`src/rtl/pixel_fetch_unpacker.sv`:
```
// Fetches packed RGB444 words from frame-buffer BRAM and unpacks them into one 12-bit pixel per handshake.
// Optional PIXEL_FETCH_STATS_EN adds a saturating underflow cycle counter output.
module pixel_fetch_unpacker #(
  parameter int ADDR_W     = 17,
  parameter int FB_WORDS   = 115200,
  parameter int FIFO_DEPTH = 8,
  parameter int RD_LAT     = 1
) (
  input  logic              i_clk,
  input  logic              i_rst,
  input  logic              i_frame_start,
  input  logic              i_en_fetching,
  output logic [ADDR_W-1:0] o_mem_addr,
  output logic              o_mem_rd,
  input  logic [31:0]       i_mem_data,
  output logic [11:0]       o_pix_data,
  output logic              o_pix_rts,
  input  logic              i_pix_rtr,
  output logic              o_underflow
`ifdef PIXEL_FETCH_STATS_EN
  ,
  output logic [15:0]       o_underflow_cnt
`endif
);

  localparam int PW = $clog2(FIFO_DEPTH);
  localparam int CW = PW + 1;

  logic [ADDR_W-1:0] r_addr;
  logic [RD_LAT-1:0] r_vld;
  logic [31:0]       r_mem [FIFO_DEPTH];
  logic [PW-1:0]     r_wp;
  logic [PW-1:0]     r_rp;
  logic [CW-1:0]     r_fcnt;
  logic [43:0]       r_stg;
  logic [5:0]        r_cnt;
  logic              r_underflow;

  logic [CW-1:0]     w_inflight;
  logic [CW:0]       w_used;
  logic              w_rd;
  logic              w_ret;
  logic              w_wr;
  logic              w_pop;
  logic              w_load;
  logic              w_under;
  logic [5:0]        w_keep;
  logic [31:0]       w_word;
  logic [43:0]       w_stg_next;
  logic [5:0]        w_cnt_next;

  always_comb begin
    w_inflight = '0;
    for (int unsigned i = 0; i < RD_LAT; i++) begin
      w_inflight = w_inflight + CW'(r_vld[i]);
    end
  end

  // Credits cover both queued and in-flight words, so the FIFO cannot overflow.
  assign w_used = {1'b0, r_fcnt} + {1'b0, w_inflight};
  assign w_rd   = !i_rst && !i_frame_start && i_en_fetching && (w_used < (CW+1)'(FIFO_DEPTH));
  assign w_ret  = r_vld[RD_LAT-1];
  assign w_wr   = w_ret && !i_frame_start;

  assign o_pix_rts  = (r_cnt >= 6'd12);
  assign o_pix_data = o_pix_rts ? r_stg[11:0] : 12'h000;
  assign o_mem_addr = r_addr;
  assign o_mem_rd   = w_rd;
  assign o_underflow = r_underflow;

  assign w_pop   = o_pix_rts && i_pix_rtr;
  assign w_under = i_pix_rtr && !o_pix_rts;
  assign w_keep  = r_cnt - (w_pop ? 6'd12 : 6'd0);
  assign w_load  = (r_fcnt != '0) && (w_keep < 6'd12);
  assign w_word  = r_mem[r_rp];

  assign w_stg_next = (r_stg >> (w_pop ? 6'd12 : 6'd0)) |
                      (w_load ? ({12'd0, w_word} << w_keep) : '0);
  assign w_cnt_next = w_keep + (w_load ? 6'd32 : 6'd0);

  always_ff @(posedge i_clk) begin
    if (w_wr) begin
      r_mem[r_wp] <= i_mem_data;
    end
  end

  always_ff @(posedge i_clk or posedge i_rst) begin
    if (i_rst) begin
      r_addr      <= '0;
      r_vld       <= '0;
      r_wp        <= '0;
      r_rp        <= '0;
      r_fcnt      <= '0;
      r_stg       <= '0;
      r_cnt       <= '0;
      r_underflow <= 1'b0;
    end else if (i_frame_start) begin
      r_addr      <= '0;
      r_vld       <= '0;
      r_wp        <= '0;
      r_rp        <= '0;
      r_fcnt      <= '0;
      r_stg       <= '0;
      r_cnt       <= '0;
      r_underflow <= 1'b0;
    end else begin
      if (w_rd) begin
        r_addr <= (r_addr == ADDR_W'(FB_WORDS - 1)) ? '0 : r_addr + 1'b1;
      end
      for (int unsigned i = 1; i < RD_LAT; i++) begin
        r_vld[i] <= r_vld[i-1];
      end
      r_vld[0] <= w_rd;
      if (w_wr) begin
        r_wp <= r_wp + 1'b1;
      end
      if (w_load) begin
        r_rp <= r_rp + 1'b1;
      end
      r_fcnt <= r_fcnt + CW'(w_wr) - CW'(w_load);
      r_stg  <= w_stg_next;
      r_cnt  <= w_cnt_next;
      if (w_under) begin
        r_underflow <= 1'b1;
      end
    end
  end

`ifdef PIXEL_FETCH_STATS_EN
  logic [15:0] r_ucnt;

  always_ff @(posedge i_clk or posedge i_rst) begin
    if (i_rst) begin
      r_ucnt <= '0;
    end else if (i_frame_start) begin
      r_ucnt <= '0;
    end else if (w_under && (r_ucnt != 16'hFFFF)) begin
      r_ucnt <= r_ucnt + 16'd1;
    end
  end

  assign o_underflow_cnt = r_ucnt;
`endif

endmodule

```
`config.mk`:
```
export PLATFORM = sky130hd
export DESIGN_NAME = pixel_fetch_unpacker
export DESIGN_NICKNAME = d
export VERILOG_FILES = /design/src/rtl/pixel_fetch_unpacker.sv
export SDC_FILE = /design/constraint.sdc
export NUM_CORES = 1
export LEC_CHECK = 0
export ABC_AREA = 1
export BUFFER_PORTS_ARGS = -buffer_cell sky130_fd_sc_hd__clkbuf_2
export CAP_MARGIN = 10
export CORE_ASPECT_RATIO = 0.6
export CORE_MARGIN = 4
export CORE_UTILIZATION = 32
export CTS_BUF_LIST = sky130_fd_sc_hd__clkbuf_8
export CTS_CLUSTER_DIAMETER = 150
export DETAILED_ROUTE_END_ITERATION = 10
export GPL_ROUTABILITY_DRIVEN = 0
export PLACE_DENSITY = 0.54
export SYNTH_ARGS = -nofsm -noshare
export SYNTH_HDL_FRONTEND = slang
export SYNTH_SLANG_ARGS = --single-unit
```
`constraint.sdc`:
```
create_clock -name i_clk -period 5.45 [get_ports i_clk]
set_clock_uncertainty 0.05 [all_clocks]
set_input_delay 1.3625 -clock i_clk [delete_from_list [all_inputs] [get_ports i_clk]]
set_output_delay 1.3625 -clock i_clk [all_outputs]
set_load 0.005 [all_outputs]
```
======== Word-level counts from Yosys, hierarchy flattened ========
Memories as Yosys holds them, arrays and structs flattened.
Index checks and enable logic that the tools add are counted.
word-level totals
  RAM bits ................................ 256
  output and inout port bits .............. 32
  bits in registers ....................... 79
  input port bits ......................... 37
  memories ................................ 1
  logic and storage cells ................. 58
memories
  name   depth  bits a word  rd ports  clocked after memory_dff  write ports  RTL line  source
  r_mem  8      32           1         0                         1            31        logic [31:0] r_mem [FIFO_DEPTH];
operators by class
  equality and inequality tests ........... 1
  shift operators ......................... 2
  add/subtract/negate cells ............... 8
  $lt $le $gt $ge ......................... 3
  reductions and logical operators ........ 15
  bitwise logic cells ..................... 1
  mux-type cells .......................... 19
operators with widths
  cell                                                                                 number
  44-bit two-way mux                                                                   2
  17-bit two-way mux                                                                   3
  44-bit bitwise OR                                                                    1
  32-bit by 6-bit << shifter with 44-bit output                                        1
  44-bit by 4-bit right shift with 44-bit output                                       1
  17-bit by 1-bit adder with 17-bit output, second input constant                      1
  17-bit == test, second input constant                                                1
  12-bit two-way mux                                                                   1
  3-bit two-way mux                                                                    4
  6-bit two-way mux                                                                    2
  4-bit two-way mux                                                                    2
  2-bit nonzero test                                                                   4
  1-bit logical AND                                                                    7
  3-bit by 1-bit adder with 3-bit output, second input constant                        2
  6-bit adder                                                                          1
  6-bit by 4-bit greater-or-equal comparator with 1-bit output, second input constant  1
  6-bit by 4-bit less-than comparator with 1-bit output, second input constant         1
  6-bit subtractor                                                                     1
  4-bit by 1-bit adder with 5-bit output                                               1
  5-bit by 4-bit less-than comparator with 1-bit output, second input constant         1
  1-bit two-way mux                                                                    5
  4-bit by 1-bit adder with 4-bit output                                               1
  4-bit nonzero test                                                                   1
  4-bit by 1-bit subtractor with 4-bit output                                          1
  1-bit zero test                                                                      3

======== Longest topological paths before layout ========
Gate-level depths: netlist of run 1.
  depth after elaboration ................. 9
  depth in mapped cells ................... 19
  gate-level depth less buffers ........... 16

======== Worst setup path before layout of run 1 ========
Ideal clock, no wire load.
  kind .................................... input -> output
  start point ............................. input i_rst
  end point ............................... output o_mem_rd
  setup slack ............................. 0.544 ns
  data arrival time ....................... 3.494 ns
  stages .................................. 5
  required time ........................... 4.038 ns
  buffers on the path ..................... 0
  path through ............................ inv_1 nand2_1 nor2_1 nand4_1 inv_1
between the ends
  word-level cells in the longest chain between the ends .. 4
RTL lines
  what                             RTL line  source
  start, declared                  10        input logic i_rst,
  1-bit zero test (no line)        --
  1-bit logical AND (3 in series)  61        assign w_rd = !i_rst && !i_frame_start && i_en_fetching && (w_used < (CW+1)'(FIFO_DEPTH));
  end, declared                    14        output logic o_mem_rd,
Every way passes these cells.

======== Worst setup path in the final report of run 1 ========
Same ends and word-level chain as after synthesis.

==> flow_summary_export.csv, run 1 <==
group,metric,value,unit
cells_and_area,drive_above_1_share,9.90,%
yosys,synth-edff-count,256,
pwr,peakVddDrop,0.262,mV
sta,final-max-slew-violation-count,0,
cells_and_area,final-seq-area,9620,µm²
yosys,synth.top_cell.area_share,49.7,%
outcome,status,"complete, no violations",
setup_path,start_kind,"input port",
sta,fin_crit,3.61,ns
yosys,synth_cells,1654,
sta,hold_slack,0.454,ns
place,dp.final_hpwl,25.8,mm
place,place_inst,2308,
sta,rsz0062_at_grt,"no",
routing,drt_wl_total,41.9,mm
yosys,synthTopCellsByArea,"edfxtp_1 (50%), dfrtp_1 (12%), nand2_1 (11%)",
clock_tree,clk_pin_slew,0.07,ns
sta,min_period_over_period,66.2,%
floorplanning,core_area,47800,µm²
yosys,synth_compound_area_share,3.59,%
yosys,synth_top_cell_by_area,"edfxtp_1",
clock_tree,postCtsSetupBuffers,0,
global_routing,grt_pass1_vias,10600,
cells_and_area,final_nets,1770,
clock_tree,clock_path_buffers,3,
clock_tree,cts_resized,0,
clock_tree,cts_buffers,50,
setup_path,critPathCaptureType,"output pin",
floorplanning,io_pins,69,
cells_and_area,final_cells,2399,
routing,wl_per_cell,17.5,µm
yosys,synthArstFlopShare,23.1,%
floorplanning,start_util,32.3,%
yosys,muxShareOfSynthArea,1.04,%
cells_and_area,area_growth_syn_to_layout,12.5,%
sta,setup_viol,0,
yosys,synth_top_family_by_area,"simple AND/OR/NAND/NOR gates",
global_routing,antenna_found_initial,2,
yosys,synth_xor_area_share,0.340,%
min_path,holdCritStartpoint,"r_stg[40]",
routing,via_per_inst,4.69,
yosys,ys_seq_area_share,62.2,%
clock_tree,clkLatencyLatePin,0.63,ns
setup_path,r2r_slack,2.22,ns
yosys,yosysWarnings,0,
yosys,synth_common_cells,"nand2_1 (463), nand3_1 (267), edfxtp_1 (256)",
global_routing,grt_pass1_wl,64.1,mm
setup_path,r2r-start,"r_cnt[3]",
routing,vias,11200,
cells_and_area,multi_input_area,4620,µm²
pwr,power,7390,µW
sta,fmax,0.277,GHz
routing,drt_iter0_markers,1014,
setup_path,crit_start,"i_rst",
floorplanning,rows,62,
min_path,hp-class,"flop to flop",
yosys,synth_area,15500,µm²
clock_tree,cts_root_buf,"clkbuf_8",
yosys,yosys.area_share.simple,23.4,%
yosys,synth_ff_type,"edfxtp_1",
global_routing,grt_usage,16.0,%
sta,worstMarginPinSlew,0.911,ns
yosys,synth_fa_ha_area_share,1.15,%
sta,hold_viol_final,0,
cells_and_area,fillers,4833,
setup_path,required,4.04,ns
global_routing,overflow,0,
setup_path,criticalPathCategory,"input port to output pin",
pwr,p_leak,0.00763,µW
run,cap_violations,0,
place,portBuffers,68,
clock_tree,htree_levels,2,
yosys,ys_ff_latch,333,
clock_tree,clock-sinks,333,
setup_path,cp_data_arrival_time,2.20,ns
global_routing,grt_max_degree,85,
routing,antenna_left,0,
floorplanning,die_x,292,µm
routing,first_pass_iters,5,
yosys,synth.most_common_cell,"nand2_1",
floorplanning,die-area,52000,µm²
routing,drcViolationCount,0,
floorplanning,fp.dieH,178,µm
yosys,syn_avg_cell_area,9.35,µm²
yosys,synth_cell_types,34,
sta,fin_tns_setup,0,ns
pwr,power.density,425,nW/µm²
yosys,syn-num-nets,1704,
sta,max-slew-margin-rel,39.3,%
clock_tree,cts_tree,"built",
clock_tree,cts_hold_buffers,0,
setup_path,cp_max_fo,4,
## registers in the layout (all words and copies together) (netlist names)
signal	cells
r_stg	44
r_rp	3
r_vld	1
r_fcnt	4
r_mem	256
r_wp	3
r_cnt	4
o_underflow	1
o_mem_addr	17
## cell type report
type,instances,area share (%)
Clock buffer,53,4.19
Tap cell,640,4.60
Multi-Input combinational cell,995,26.5
Antenna cell,1,0.0144
Sequential cell,333,55.3
Timing Repair Buffer,94,3.08
Clock inverter,37,0.957
Inverter,246,5.32
## layout by cell type, fill, tap and decap left out, drive strengths merged
cell / instances
nand2: 468
nand3: 268
inv: 264
edfxtp: 256
clkbuf: 121
nor2: 97
dfrtp: 77
a21oi: 55
o21ai: 42
buf: 26
clkinv: 18
mux2i: 16
ha: 11
nor3: 9
nand4: 7
xnor2: 3
a31oi: 3
xor2: 3
nor4: 2
o22ai: 2
fa: 2
diode: 1
or2: 1
a21o: 1
nand3b: 1
a22oi: 1
a2bb2oi: 1
o21a: 1
o31ai: 1
clkinvlp: 1
## critical path: stages
cell	delay, ns
clkbuf_2	0.09
clkinv_2	0.09
nand2_1	0.06
nor2_1	0.08
nand4_1	0.20
inv_1	0.18
clkbuf_2	0.14
## worst paths after layout
check                            endpoint  cells after the start
min in group asynchronous        r_stg[1]                      3
worst max-delay path             o_mem_rd                      7
worst max register to register  r_fcnt[2]                     14
worst min-delay path            r_stg[40]                      2
max in group asynchronous         r_rp[1]                      4
worst min register to register  r_stg[40]                      2
## metal layers
metal	up-vias	routed length [µm]	GRT usage [%]	part of all wire (%)
li1	5523	-	-	-
met1	5333	21400	24.6	51
met2	310	17000	22.6	40
met3	74	2720	3.56	6.5
met4	4	818	3.85	2.0
met5	-	21	0	0.050
## cell families after synthesis
| kind of cell | after synthesis |
|---|---|
| multiplexers | 16 |
| buffers and inverters | 326 |
| XOR/XNOR | 6 |
| AND/OR/NAND/NOR | 853 |
| AO/OA/AOI/OAI | 107 |
| adder cells (fa/ha/maj) | 13 |
| flip-flops | 333 |
## metrics by stage
step                cell area [µm²]  setup slack [ns]  util, %
CTS                           17400              1.82     36.4
global placement              16500              1.29     34.5
detailed placement            16500              1.31     34.5
global route                  17400              1.68     36.4
finish                        17400              1.84     36.4
floorplan                     15500             0.544        -
## power by group
| group | leakage (µW) | internal (µW) | switching, µW |
|---|---|---|---|
| Clock | 0.000537 | 901 | 1010 |
| Sequential | 0.00335 | 2900 | 117 |
| Combinational | 0.00375 | 737 | 1710 |
| Total | 0.00763 | 4540 | 2840 |
(Power assumes the default switching activity.)
==> run 2, diff against run 1 <==
- ABC_AREA: 1 -> 0
- PLACE_DENSITY: 0.54 -> 0.56
- clock period: 5.45 -> 3.1 ns (I/O delays scaled with it)
==> run 2 against run 1 <==
Clock power grew 94%; critical path type is now flop to flop; synthesized cell count shrank 47%; first-iteration DRC count down 24%; synthesized area decreased by 5.4%; die area decreased by 5.2%; combinational power is 77% higher; via count down 23%; sequential share of layout area about the same; design area barely moved; largest cell class unchanged; critical endpoint is now r_fcnt[1].
==> flow_summary_export.csv, run 2 <==
group,metric,value,unit
cells_and_area,largest_register_ffs,256,
outcome,status,"complete, no violations",
cells_and_area,final_cells,1653,
yosys,synth_top_family_by_area,"multiplexers",
clock_tree,cts_hold_buffers,0,
cells_and_area,fin_util,38.7,%
global_routing,grt_max_degree,45,
sta,fin_tns_setup,0,ns
yosys,synth_fa_ha_area_share,1.22,%
yosys,synth_xor_area_share,0.659,%
routing,antenna_left,0,
setup_path,critPathCaptureType,"flop",
sta,worstMarginPinSlew,0.893,ns
yosys,yosys.area_share.simple,6.29,%
yosys,ys_ff_latch,333,
sta,rsz0062_at_grt,"yes",
sta,max-slew-margin-rel,40.3,%
clock_tree,cts_root_buf,"clkbuf_8",
pwr,p_leak,0.00598,µW
yosys,synthTopCellsByArea,"edfxtp_1 (53%), mux4_2 (13%), dfrtp_1 (13%)",
run,cap_violations,0,
cells_and_area,drive_above_1_share,33.6,%
pwr,power.density,762,nW/µm²
sta,worst_slack,0.108,ns
routing,via_per_inst,5.25,
floorplanning,fp.dieH,174,µm
global_routing,grt_usage,15.0,%
floorplanning,io_pins,69,
setup_path,cp_data_arrival_time,3.39,ns
global_routing,antenna_found_initial,3,
sta,hold_slack,0.224,ns
place,place_inst,1558,
yosys,synth_compound_area_share,6.51,%
cells_and_area,mostFrequentLayoutCells,"edfxtp_1 (256), mux4_2 (87), dfrtp_1 (74)",
yosys,synth_area,14600,µm²
place,dp.final_hpwl,23.9,mm
yosys,synth_cells,883,
clock_tree,clock_path_buffers,3,
yosys,yosysWarnings,0,
pwr,peakVddDrop,0.520,mV
sta,fmax,0.334,GHz
floorplanning,die_x,284,µm
clock_tree,clock-sinks,333,
routing,vias,8678,
cells_and_area,antenna_cells,0,
yosys,muxShareOfSynthArea,17.1,%
clock_tree,clk_pin_slew,0.08,ns
sta,fin_crit,2.99,ns
floorplanning,core_area,45000,µm²
yosys,synth_top_cell_by_area,"edfxtp_1",
setup_path,cp_max_fo,3,
place,post-place-ws,-0.449,ns
floorplanning,rows,60,
cells_and_area,area_growth_syn_to_layout,18.9,%
routing,drcViolationCount,0,
yosys,syn-num-nets,933,
global_routing,grt_pass1_wl,56.8,mm
yosys,synthArstFlopShare,23.1,%
routing,drt_wl_total,37.1,mm
setup_path,r2r_slack,0.11,ns
setup_path,criticalPathCategory,"flop to flop",
yosys,ys_seq_area_share,65.8,%
routing,wl_per_cell,22.5,µm
routing,drt_iter0_markers,769,
setup_path,rr_worst_depth,13,
floorplanning,start_util,32.5,%
yosys,synth.top_cell.area_share,52.6,%
cells_and_area,layout_commonest_cell,"edfxtp_1",
sta,hold_viol_final,0,
clock_tree,clkLatencyLatePin,0.61,ns
cells_and_area,final_nets,1074,
min_path,hp-class,"input port to async pin",
yosys,synth_ff_type,"edfxtp_1",
sta,final-max-slew-violation-count,0,
setup_path,required,3.50,ns
cells_and_area,regMostFlops,"r_mem",
sta,min_period_over_period,96.5,%
global_routing,overflow,0,
setup_path,start_kind,"flop",
clock_tree,cts_buffers,50,
clock_tree,htree_levels,2,
place,portBuffers,68,
yosys,synth_cell_types,62,
floorplanning,die-area,49300,µm²
sta,setup_viol,0,
clock_tree,cts_tree,"built",
yosys,synth-edff-count,256,
yosys,syn_avg_cell_area,16.6,µm²
global_routing,grt_pass1_vias,8878,
routing,first_pass_iters,6,
yosys,synth.most_common_cell,"edfxtp_1",
yosys,synth_common_cells,"edfxtp_1 (256), mux4_2 (87), dfrtp_1 (77)",
-- run 2: routing by layer --
layer / global-route usage [%] / part of all wire, % / vias to the layer above
li1: - / - / 3830
met1: 22.4 / 47 / 4504
met2: 21.5 / 43 / 279
met3: 4.68 / 8.6 / 59
met4: 3.29 / 1.6 / 6
met5: 0 / 0.11 / -
-- run 2: what timing repair did --
item	CTS	global route
setup buffers	0	3
endpoints found under the setup margin	2	10
pin swaps	1	10
gates resized for setup	0	7
endpoints found under the hold margin	0	0
-- run 2: worst paths after layout --
check / endpoint / from
setup / recovery: r_fcnt[1] / r_cnt[2]
hold / removal: r_wp[1] / i_rst
setup reg to reg: r_fcnt[1] / r_cnt[2]
hold reg to reg: r_stg[39] / r_stg[39]
max in group asynchronous: r_stg[2] / i_rst
min in group i_clk: r_mem[5][18] / i_mem_data[18]
-- run 2: cell families (layout without fill, tap and decap cells) --
| group | count (synthesis) | after routing |
|---|---|---|
| AO/OA/AOI/OAI | 132 | 132 |
| XOR/XNOR | 11 | 11 |
| adder cells (fa/ha/maj) | 13 | 13 |
| buffers and inverters | 70 | 251 |
| flip-flops | 333 | 333 |
| multiplexers | 137 | 137 |
| AND/OR/NAND/NOR | 187 | 187 |
-- run 2: area by class of cell --
class / instances / area, µm²
fill: 4162 / 27600
sequential: 333 / 9620
multi-input combinational: 480 / 4840
timing repair buffer: 143 / 1100
clock buffer: 54 / 743
tap: 589 / 737
clock inverter: 38 / 270
inverter: 16 / 73.8
-- run 2: power breakdown --
group | internal (µW) | switching, µW | leakage [µW]
logic | 2000 | 2330 | 0.00208
clock network | 1950 | 1750 | 0.000551
registers | 5040 | 185 | 0.00335
total | 8990 | 4270 | 0.00598
-- run 2: per-stage QoR --
step	area [µm²]	total power (µW)
after floorplan	14800	8060
after global placement	16300	9510
after detailed placement	16300	9550
after CTS	17300	13300
after global routing	17400	14000
final	17400	13300
-- run 2: critical path: stages (launching register included) --
cell	delay, ns
dfrtp_1	0.40
a211o_1	0.33
and2_4	0.19
clkinv_8	0.05
ha_4	0.18
a211o_1	0.33
a211oi_2	0.24
nand2_1	0.11
inv_2	0.08
ha_4	0.19
inv_2	0.06
ha_4	0.12
fa_1	0.39
nor2b_1	0.13
